==> config.mk <==
export PLATFORM = sky130hd
export DESIGN_NAME = uart_tx_fifo
export DESIGN_NICKNAME = d
export VERILOG_FILES = /design/src/rtl/uart_tx_fifo.sv
export SDC_FILE = /design/constraint.sdc
export NUM_CORES = 1
export LEC_CHECK = 0
export BUFFER_PORTS_ARGS = -buffer_cell sky130_fd_sc_hd__clkbuf_2
export CAP_MARGIN = 20
export CORE_MARGIN = 3
export CORE_UTILIZATION = 55
export CTS_CLUSTER_DIAMETER = 200
export DETAILED_ROUTE_END_ITERATION = 12
export PLACE_DENSITY = 0.83
export RECOVER_POWER = 25
export SETUP_SLACK_MARGIN = 0.02
export SYNTH_ARGS = -nofsm -noshare
export SYNTH_HDL_FRONTEND = slang
export SYNTH_SLANG_ARGS = --single-unit
==> constraint.sdc <==
create_clock -name clk -period 2.4 [get_ports clk]
set_clock_uncertainty 0.1 [all_clocks]
set_input_delay 0.36 -clock clk [delete_from_list [all_inputs] [get_ports clk]]
set_output_delay 0.36 -clock clk [all_outputs]
set_load 0.01 [all_outputs]
==> src/rtl/uart_tx_fifo.sv <==
// ----------------------------------------------------------------------------
// uart_tx_fifo
//   Character queue between a host/bus writer and a UART transmitter.
//   First-word-fall-through: the head entry is always presented on rd_data,
//   and the transmitter's end-of-frame pulse (tx_done) pops it.
//
// Ports
//   clk          single clock, rising-edge
//   reset        asynchronous, active-high
//   wr_en        push request
//   wr_data      character to push
//   rd_en        pop request (transmitter tx_done)
//   err_clr      synchronous clear of the sticky overflow/underflow flags
//   rd_data      head character, zero while empty
//   empty        no entries stored (transmitter tx_start_n)
//   full         count == DEPTH
//   almost_full  count >= AF_LEVEL
//   count        number of stored entries
//   overflow     sticky: a push was rejected
//   underflow    sticky: a pop was rejected
// ----------------------------------------------------------------------------
module uart_tx_fifo #(
    parameter int DATA_SIZE = 8,
    parameter int DEPTH     = 16,
    parameter int ADDR_SIZE = $clog2(DEPTH),
    parameter int AF_LEVEL  = DEPTH - 2
) (
    input  logic                 clk,
    input  logic                 reset,
    input  logic                 wr_en,
    input  logic [DATA_SIZE-1:0] wr_data,
    input  logic                 rd_en,
    input  logic                 err_clr,
    output logic [DATA_SIZE-1:0] rd_data,
    output logic                 empty,
    output logic                 full,
    output logic                 almost_full,
    output logic [ADDR_SIZE:0]   count,
    output logic                 overflow,
    output logic                 underflow
);

    localparam logic [ADDR_SIZE:0] C_DEPTH = (ADDR_SIZE+1)'(DEPTH);
    localparam logic [ADDR_SIZE:0] C_AF    = (ADDR_SIZE+1)'(AF_LEVEL);

    logic [DATA_SIZE-1:0] r_mem [DEPTH];
    logic [ADDR_SIZE-1:0] r_wr_ptr;
    logic [ADDR_SIZE-1:0] r_rd_ptr;
    logic [ADDR_SIZE:0]   r_count;
    logic                 r_overflow;
    logic                 r_underflow;

    logic w_push;
    logic w_pop;

    // Status comes only from the registered count, so there is no
    // combinational path from wr_en/rd_en to any flag.
    assign empty       = (r_count == '0);
    assign full        = (r_count == C_DEPTH);
    assign almost_full = (r_count >= C_AF);
    assign count       = r_count;
    assign overflow    = r_overflow;
    assign underflow   = r_underflow;

    // full is the pre-edge value: a push into a full queue is rejected even
    // when a pop frees a slot in the same cycle.
    assign w_push = wr_en & ~full;
    assign w_pop  = rd_en & ~empty;

    assign rd_data = empty ? '0 : r_mem[r_rd_ptr];

    // Storage is deliberately not reset; reset only empties the queue.
    always_ff @(posedge clk) begin
        if (w_push) begin
            r_mem[r_wr_ptr] <= wr_data;
        end
    end

    // DEPTH is a power of two, so pointers wrap by natural overflow.
    always_ff @(posedge clk or posedge reset) begin
        if (reset) begin
            r_wr_ptr <= '0;
            r_rd_ptr <= '0;
            r_count  <= '0;
        end else begin
            if (w_push) begin
                r_wr_ptr <= r_wr_ptr + 1'b1;
            end
            if (w_pop) begin
                r_rd_ptr <= r_rd_ptr + 1'b1;
            end
            case ({w_push, w_pop})
                2'b10:   r_count <= r_count + 1'b1;
                2'b01:   r_count <= r_count - 1'b1;
                default: r_count <= r_count;
            endcase
        end
    end

    // A rejection in the same cycle as err_clr wins, so no event is lost.
    always_ff @(posedge clk or posedge reset) begin
        if (reset) begin
            r_overflow  <= 1'b0;
            r_underflow <= 1'b0;
        end else begin
            if (wr_en && full) begin
                r_overflow <= 1'b1;
            end else if (err_clr) begin
                r_overflow <= 1'b0;
            end
            if (rd_en && empty) begin
                r_underflow <= 1'b1;
            end else if (err_clr) begin
                r_underflow <= 1'b0;
            end
        end
    end

endmodule

After elaboration in Yosys (flattened, before gate mapping)
Memory sizes are Yosys's and may differ from the RTL's.
Index checks and enable logic that the tools add are counted.

word-level totals
  flip-flop bits (word level) = 15
  memory bits (writable) = 128
  bits of input ports = 13
  output and inout port bits = 18
  logic and storage cells = 31
  memories kept = 1

operators by class
  $add $sub $neg = 4
  order comparisons = 1
  equal/unequal tests = 3
  muxes and demuxes = 7
  bitwise gates (word level) = 4
  reductions and logical operators = 6

memories
  memory  depth  width  rd ports  clocked after Yosys merged registers in  write ports  line  RTL
  r_mem   16     8      1         0                                        1            46    logic [DATA_SIZE-1:0] r_mem [DEPTH];

operators with widths
  cell                   count
  $pmux W5 S2            1
  $add A4 B1 Y4 const B  2
  $mux W8                1
  $reduce_bool A2 Y1     3
  $add A5 B1 Y5 const B  1
  $eq A5 B5 Y1 const B   1
  $ge A5 B4 Y1 const B   1
  $logic_not A5 Y1       1
  $mux W1                5
  $sub A5 B1 Y5 const B  1
  $and A1 B1 Y1          2
  $eq A2 B1 Y1 const B   1
  $eq A2 B2 Y1 const B   1
  $logic_and A1 B1 Y1    2
  $not A1 Y1             2

Longest topological paths before layout
Gate-level depths: netlist of the first run.

  word-level depth = 5
  gate-level depth with buffers = 12
  gate-level depth less buffers = 10

Least setup slack after synthesis of the first run
Ideal clock, no wire load.

  path kind = register to register
  start = register r_count[1] (netlist: count[1])
  end = register r_count[4] (netlist: count[4])
  library setup time = 0.080 ns
  data arrival time = 2.392 ns
  required time = 2.220 ns
  setup slack = -0.172 ns
  cell stages (with the launch flop) = 13
  path buffers = 2
  clock period less this slack = 2.572 ns
  cells stage by stage = dfrtp_1 buf_2 nor4_4 a21boi_2 inv_1 ha_1 clkbuf_1 xor2_1 ha_1 and3b_1 o21ai_0 a31oi_1 xnor2_1

on the way
  longest elaborated chain between the ends = 5
  elaborated cells on any way between the ends = 12
  those cells by class = 2 x add/sub; 3 x eq/ne; 1 x mux; 4 x bitwise; 2 x reduce/logical

ends and longest elaborated chain
  element                                                   line    RTL
  start: declaration                                        49      logic [ADDR_SIZE:0] r_count;
  start signal: assignment                                  93      2'b10: r_count <= r_count + 1'b1;
  start signal: assignment                                  94      2'b01: r_count <= r_count - 1'b1;
  start signal: assignment                                  95      default: r_count <= r_count;
  $eq A5 B5 Y1 / $logic_not A5 Y1 (equally long branches)   59, 58
  $not A1 Y1 (on tied branches)                             67, 68
  $and A1 B1 Y1 (on tied branches)                          67, 68
  $eq A2 B1 Y1 / $eq A2 B2 Y1 (equally long branches)       92      case ({w_push, w_pop})
  $pmux W5 S2 / $reduce_bool A2 Y1 (equally long branches)  -

Parallel ways exist; a longest one is shown, timed or not.
A chain may end at the register's enable or synchronous reset.

Worst setup path after layout of the first run
  start = register r_rd_ptr[0]
  end = output port rd_data[3]

on the way
  longest elaborated chain between the ends = 2

ends and longest elaborated chain
  element                   line  RTL
  start: declaration        48    logic [ADDR_SIZE-1:0] r_rd_ptr;
  start signal: assignment  90    r_rd_ptr <= r_rd_ptr + 1'b1;
  $mem_v2 Z16 W8            -
  $mux W8                   70    assign rd_data = empty ? '0 : r_mem[r_rd_ptr];
  end: declaration          34    output logic [DATA_SIZE-1:0] rd_data,

Every way passes these cells.

==> run summary, run 1 <==
Total Routed Length - 12.05 mm
Worst Max-Slew Pin Slew - 989.4 ps
Hold Path Class - input port to register
Tcrit/Tclk final - 111.3%
Met1 WL - 4.613 mm
Pins over their slew limit - 0
Final net count - 392
Setup-failing EPs final - 8
RePlAce Congestion - 0.7345
Worst path required time - 1940 ps
Failing checks - negative setup slack
Clk pin slew, worst setup/hold paths - 60 ps
Total power - 8.834 mW
Vias - 3055
FP Rows - 37
Total CTS buffers - 17
Final hold vios - 0
Seq cells post-synth - 143
RSZ-0062 raised after global routing - true
Die area - 12130 um2
Most frequent cells in the layout - edfxtp_1 (128), buf_4 (27), mux4_2 (22)
Post-route antenna net violation count - 0
Critical R2R Launch - count[1]
CP Capture Type - output port
Total track usage - 21.70%
Core area - 10420 um2
Highest routing layer actually used - met4
N_diodes - 0
Synth Area per Inst - 19.94 um2
Fill count - 683
HP Start - err_clr
Die W - 110.1 um
Syn nets - 320
Final setup TNS - -1968 ps
Max VDD drop - 0.0008845 V
Syn-to-layout area delta - 19.16%
First-pass GRT wire length - 18.55 mm
Post-DR wirelength/cell - 23.18 um
Vias/cell - 5.875
Synth warn - 0
Htree depth - 4
Vias in the first global route - 3350
Async set-reset flop share out of synthesis - 10.49%
First-pass DRT Iterations - 4
Clock insertion delay at the later pin of the skew report - 520 ps
Status - complete, but fails checks
Met2 Wirelength - 6.408 mm
FF-to-FF setup slack - 70 ps
Post-detailed-route DRC marker count - 0
GRT overflow - 0
Initial antenna violation count - 0
Hold Path Sink - overflow
# clock sinks - 143
Reg-to-reg endpoint - count[2]
Initial DRC count - 223
CP max stage delay - 550 ps
Crit path launch type - register
Largest net degree at the start of global routing - 33
Max_cap viols - 0
Crit-path cells - buf_12, buf_12, mux4_1, mux2i_1, o22ai_1, buf_2
Share of layout cells above drive strength 1 - 33.07%
Initial Utilization - 57.25%
Seq/Total Area, Yosys - 70.75%
CTS tree - yes
Delay-heaviest family, CP - multiplexers
CP Class - register to output port
Die Y - 110.1 um
Crit-path slowest cell - mux4_1
Buf/Inv on CP - 3
Final Util - 68.22%
Worst r2r path cells - 10
HPWL after detailed placement - 6.904 mm
CP max FO - 8
Min cycle time layout - 2671 ps
# port buffers - 30
Power Dens Cells - 1243 nW/um2
Most used DFF post-synth - edfxtp_1
Post-synthesis cell type count - 40
CTS max path bufs - 2
I/O pin count - 31
Routed wl met3 - 816 um
Peak Freq - 374.4 MHz
Most frequent CP cell - buf_12
Hold Path Depth - 3
Syn Inst Count - 299
Commonest non-fill, non-tap cell in the layout - edfxtp_1
Post-synthesis instance area - 5963 um2
Setup WS post-layout - -271.1 ps
WP data arrival - 2210 ps
Cell at the root of the clock tree - clkbuf_8
Slew margin rel. - 33.80%
Static Leakage - 2.556 nW
Post-synth EDFFs - 128
==> metrics by stage <==
step | instances | instance area [um2] | setup slack [ps] | hold WS, ps
2_1_floorplan | 299 | 5988 | -66.93 | 161.5
5_1_grt | 520 | 7106 | -344.9 | 98.44
3_3_place_gp | 472 | 6345 | 180.5 | 324.8
3_5_place_dp | 472 | 6345 | 107.5 | 332.8
4_1_cts | 516 | 7049 | -315.1 | 37.88
6_report | 520 | 7106 | -271.1 | 79.49
==> routing by layer <==
metal | vias up | GRT usage (%)
li1 | 1348 | -
met1 | 1563 | 27.04
met2 | 126 | 37.44
met3 | 18 | 6.057
met4 | 0 | 6.245
met5 | - | 0
==> what timing repair did <==
item,4_1_cts,5_1_grt
pin swaps,3,7
hold buffers,3,0
hold endpoints to repair,17,0
gates cloned,1,0
resized for setup,20,15
endpoints found under the setup margin,8,10
setup buffers,8,4
==> synthesized netlist by cell type (2+ instances only) <==
cell type	number	area, um2
ha_1	8	100.1
buf_8	2	30.03
dfrtp_1	15	375.4
clkbuf_8	3	41.29
nand2_1	10	37.54
nand2b_1	3	18.77
buf_2	3	15.01
buf_6	3	33.78
nand4_1	2	12.51
edfxtp_1	128	3844
o21ai_0	3	15.01
xnor2_1	7	61.31
a22oi_1	2	15.01
nor2_1	13	48.80
mux4_2	7	157.7
nor3_1	5	25.02
mux2_2	2	22.52
buf_1	2	7.510
o22ai_1	9	56.30
nor2b_1	2	12.51
xor2_1	5	43.79
a22o_1	2	17.52
mux2i_1	16	160.2
mux4_1	25	656.9
inv_1	7	26.28
==> worst min-delay path, stage by stage <==
cell and delay (ps):
clkbuf_2 80, inv_1 80, a22o_1 140
==> cell families (layout without fill, tap and decap cells) <==
| logic type | after synthesis | after routing | synth area share [%] |
|---|---|---|---|
| compound gates | 22 | 22 | 2.497 |
| fa+ha+maj | 8 | 8 | 1.679 |
| simple gates | 41 | 41 | 3.525 |
| buf+inv | 23 | 108 | 3.063 |
| xor+xnor | 12 | 12 | 1.762 |
| mux | 50 | 50 | 16.72 |
| flops | 143 | 143 | 70.75 |
==> final cells by class <==
class / count / area, um2 / share of cell area [%]
Multi-Input combinational cell: 133 / 1569 / 22.08
Clock inverter: 15 / 160.2 / 2.254
Inverter: 7 / 26.28 / 0.3698
Clock buffer: 17 / 414.1 / 5.828
Timing Repair Buffer: 69 / 544.3 / 7.660
Sequential cell: 143 / 4222 / 59.41
Tap cell: 136 / 170.2 / 2.395
==> sequential cells by signal (all words and copies together) (netlist names) <==
signal     cells
r_mem        128
underflow      1
overflow       1
r_wr_ptr       4
r_rd_ptr       4
count          5
==> worst max-delay path by stage <==
stage / start / endpoint / depth (start not counted)
after detailed placement: count[0] / count[4] / 9
final: r_rd_ptr[0] / rd_data[3] / 6
after global placement: count[0] / count[4] / 9
after floorplan: count[2] / count[4] / 12
after CTS: r_rd_ptr[0] / rd_data[1] / 6
after global routing: r_rd_ptr[0] / rd_data[3] / 7
==> power by group <==
group          leakage (nW)  total [mW]  internal [mW]  switching (mW)
Sequential             1.33        3.28           3.06           0.221
Clock                 0.271        2.53           1.49            1.04
Combinational         0.951        3.02           1.53            1.49
No activity file was read; power rests on OpenSTA's default activity.
==> run 2: changes to the inputs <==
==> constraint.sdc (replaced) <==
create_clock -name clk -period 2.4 [get_ports clk]
set_clock_uncertainty 0.1 [all_clocks]
set_input_delay 0.48 -clock clk [delete_from_list [all_inputs] [get_ports clk]]
set_output_delay 0.48 -clock clk [all_outputs]
set_load 0.01 [all_outputs]
==> run 2 against run 1 <==
  * Clock power up 8%
  * Power up 0.90%
  * Critical path depth unchanged
  * First-iteration DRC count up 18%
  * The run still ends with negative setup slack left
  * Fmax down 4.3%
  * Sequential power about the same
  * Non-clock buffer count down 3
  * Sequential share of layout area down 0.080 points
  * Count of clock-buffer cells in the layout unchanged
  * Die area unchanged
==> run summary, run 2 (synthesized netlist as in run 1, its figures left out) <==
Worst path required time - 1820 ps (-120 ps)
Tcrit/Tclk final - 116.3% (+5.0 points)
Post-detailed-route DRC marker count - 0 (unchanged)
# port buffers - 30 (unchanged)
Power Dens Cells - 1253 nW/um2 (+0.79%)
Max VDD drop - 0.0007555 V (-15%)
Initial antenna violation count - 0 (unchanged)
N_diodes - 0 (unchanged)
RSZ-0062 raised after global routing - true
Max_cap viols - 0 (unchanged)
Failing checks - negative setup slack
Initial Utilization - 57.25% (unchanged)
Peak Freq - 358.3 MHz (-4.3%)
Worst r2r path cells - 11 (+1)
Pins over their slew limit - 0 (unchanged)
Initial DRC count - 264 (+18%)
# clock sinks - 143 (unchanged)
Slew margin rel. - 35.30% (+1.5 points)
Placed cell count - 476 (+0.85%)
I/O pin count - 31 (unchanged)
Worst Max-Slew Pin Slew - 966.9 ps (-22.50 ps)
CP max FO - 11 (+3)
Htree depth - 4 (unchanged)
Final hold vios - 0 (unchanged)
Clk pin slew, worst setup/hold paths - 60 ps (about the same)
Setup WS post-layout - -391.3 ps (-120.2 ps)
RePlAce Congestion - 0.8087 (+10%)
First-pass DRT Iterations - 5 (+1)
GRT overflow - 0 (unchanged)
Setup-failing EPs final - 9 (+1)
Crit path launch type - register
Largest net degree at the start of global routing - 23 (-30%)
Vias - 3135 (+2.6%)
Share of layout cells above drive strength 1 - 34.21% (+1.1 points)
First-pass GRT wire length - 18.33 mm (-1.2%)
CP Class - register to output port
Register with the most flip-flops - r_mem
Die W - 110.1 um (unchanged)
CTS max path bufs - 2 (unchanged)
Min cycle time layout - 2791 ps (+120.2 ps)
WHS - 115.4 ps (+35.91 ps)
Status - complete, but fails checks
Total CTS buffers - 17 (unchanged)
Vias in the first global route - 3259 (-2.7%)
Max reg flops - 128 (unchanged)
Fin cells - 516 (-0.77%)
Total Routed Length - 12.23 mm (+1.5%)
CP Capture Type - output port
WP data arrival - 2210 ps (about the same)
Cell at the root of the clock tree - clkbuf_8
Static Leakage - 2.583 nW (+1.0%)
Hold Path Depth - 2 (-1)
HPWL after detailed placement - 7.010 mm (+1.5%)
Syn-to-layout area delta - 19.28%
Post-DR wirelength/cell - 23.70 um (+2.3%)
Die Y - 110.1 um (unchanged)
Area after DPL - 6362 um2 (+0.28%)
Post-route antenna net violation count - 0 (unchanged)
Clock insertion delay at the later pin of the skew report - 510 ps (about the same)
Vias/cell - 6.076 (+3.4%)
FP Rows - 37 (unchanged)
Final net count - 389 (-0.77%)
Hold Path Class - input port to register
Post-layout instance area - 7113 um2 (+0.11%)
Total track usage - 21.35% (-0.34 points)
Die area - 12130 um2 (unchanged)
CTS tree - yes
Core area - 10420 um2 (unchanged)
Most frequent cells in the layout - edfxtp_1 (128), buf_4 (30), clkbuf_2 (24)
Commonest non-fill, non-tap cell in the layout - edfxtp_1
## run 2: changes by cell type in the layout (fill, tap and decap cells not counted), moves of 3 or more
| cell | change |
|---|---|
| buf_4 | +3 |
| buf_12 | -3 |
| mux4_1 | +3 |
| clkbuf_2 | +3 |
| mux4_2 | -3 |
## run 2: worst paths after layout
kind | start | endpoint | slack [ps]
max | r_rd_ptr[0] | rd_data[3] | -390
min | wr_en | overflow | 120
max reg2reg | count[1] | count[4] | -30
min reg2reg | overflow | overflow | 420
max in group asynchronous | reset | r_rd_ptr[0] | 1320
min in group asynchronous | reset | r_wr_ptr[1] | 470
## run 2: layout make-up
cell class	count	area [um2]
inverter	7	26.28
clock buffer	17	414.1
clock inverter	14	207.7
fill	638	3303
tap	136	170.2
timing repair buffer	66	495.5
sequential	143	4220
multi-input combinational	133	1579
## run 2: stage by stage
step	total power [mW]	utilization (%)	setup TNS [ps]	setup slack, ps
after floorplan	5.180	-	-66.93	-66.93
final	8.913	68.29	-2829	-391.3
after detailed placement	5.877	61.08	0	74.24
after global placement	5.795	61.08	0	169.1
after CTS	8.684	67.12	-2934	-388.6
after global routing	9.282	68.29	-3595	-468.4
## run 2: metal layers
metal	vias to the layer above	share of wire (%)	GRT usage (%)	routed length, um
li1	1342	-	-	-
met1	1663	41	27.65	5000
met2	116	53	37.00	6489
met3	14	4.8	4.543	581
met4	0	1.3	5.805	160
met5	-	0	0	0
## run 2: critical path: stages (launching register included)
cell and delay, ps:
dfrtp_2 410, buf_12 130, clkbuf_16 180, mux4_2 500
mux2i_1 190, o22ai_1 140, clkbuf_2 150
## run 2: timing repair
item                                   in CTS  in global routing
buffers inserted                            1                  5
hold buffers                                1                  0
pin swaps                                   0                  5
endpoints found under the hold margin      15                  0
resized for setup                           8                 21
setup endpoints to repair                   8                 11
cloned                                      0                  2
## run 2: report_power, final
group          internal, mW  switching, mW
Combinational          1.42           1.48
Sequential             3.06          0.211
Clock                  1.71           1.02
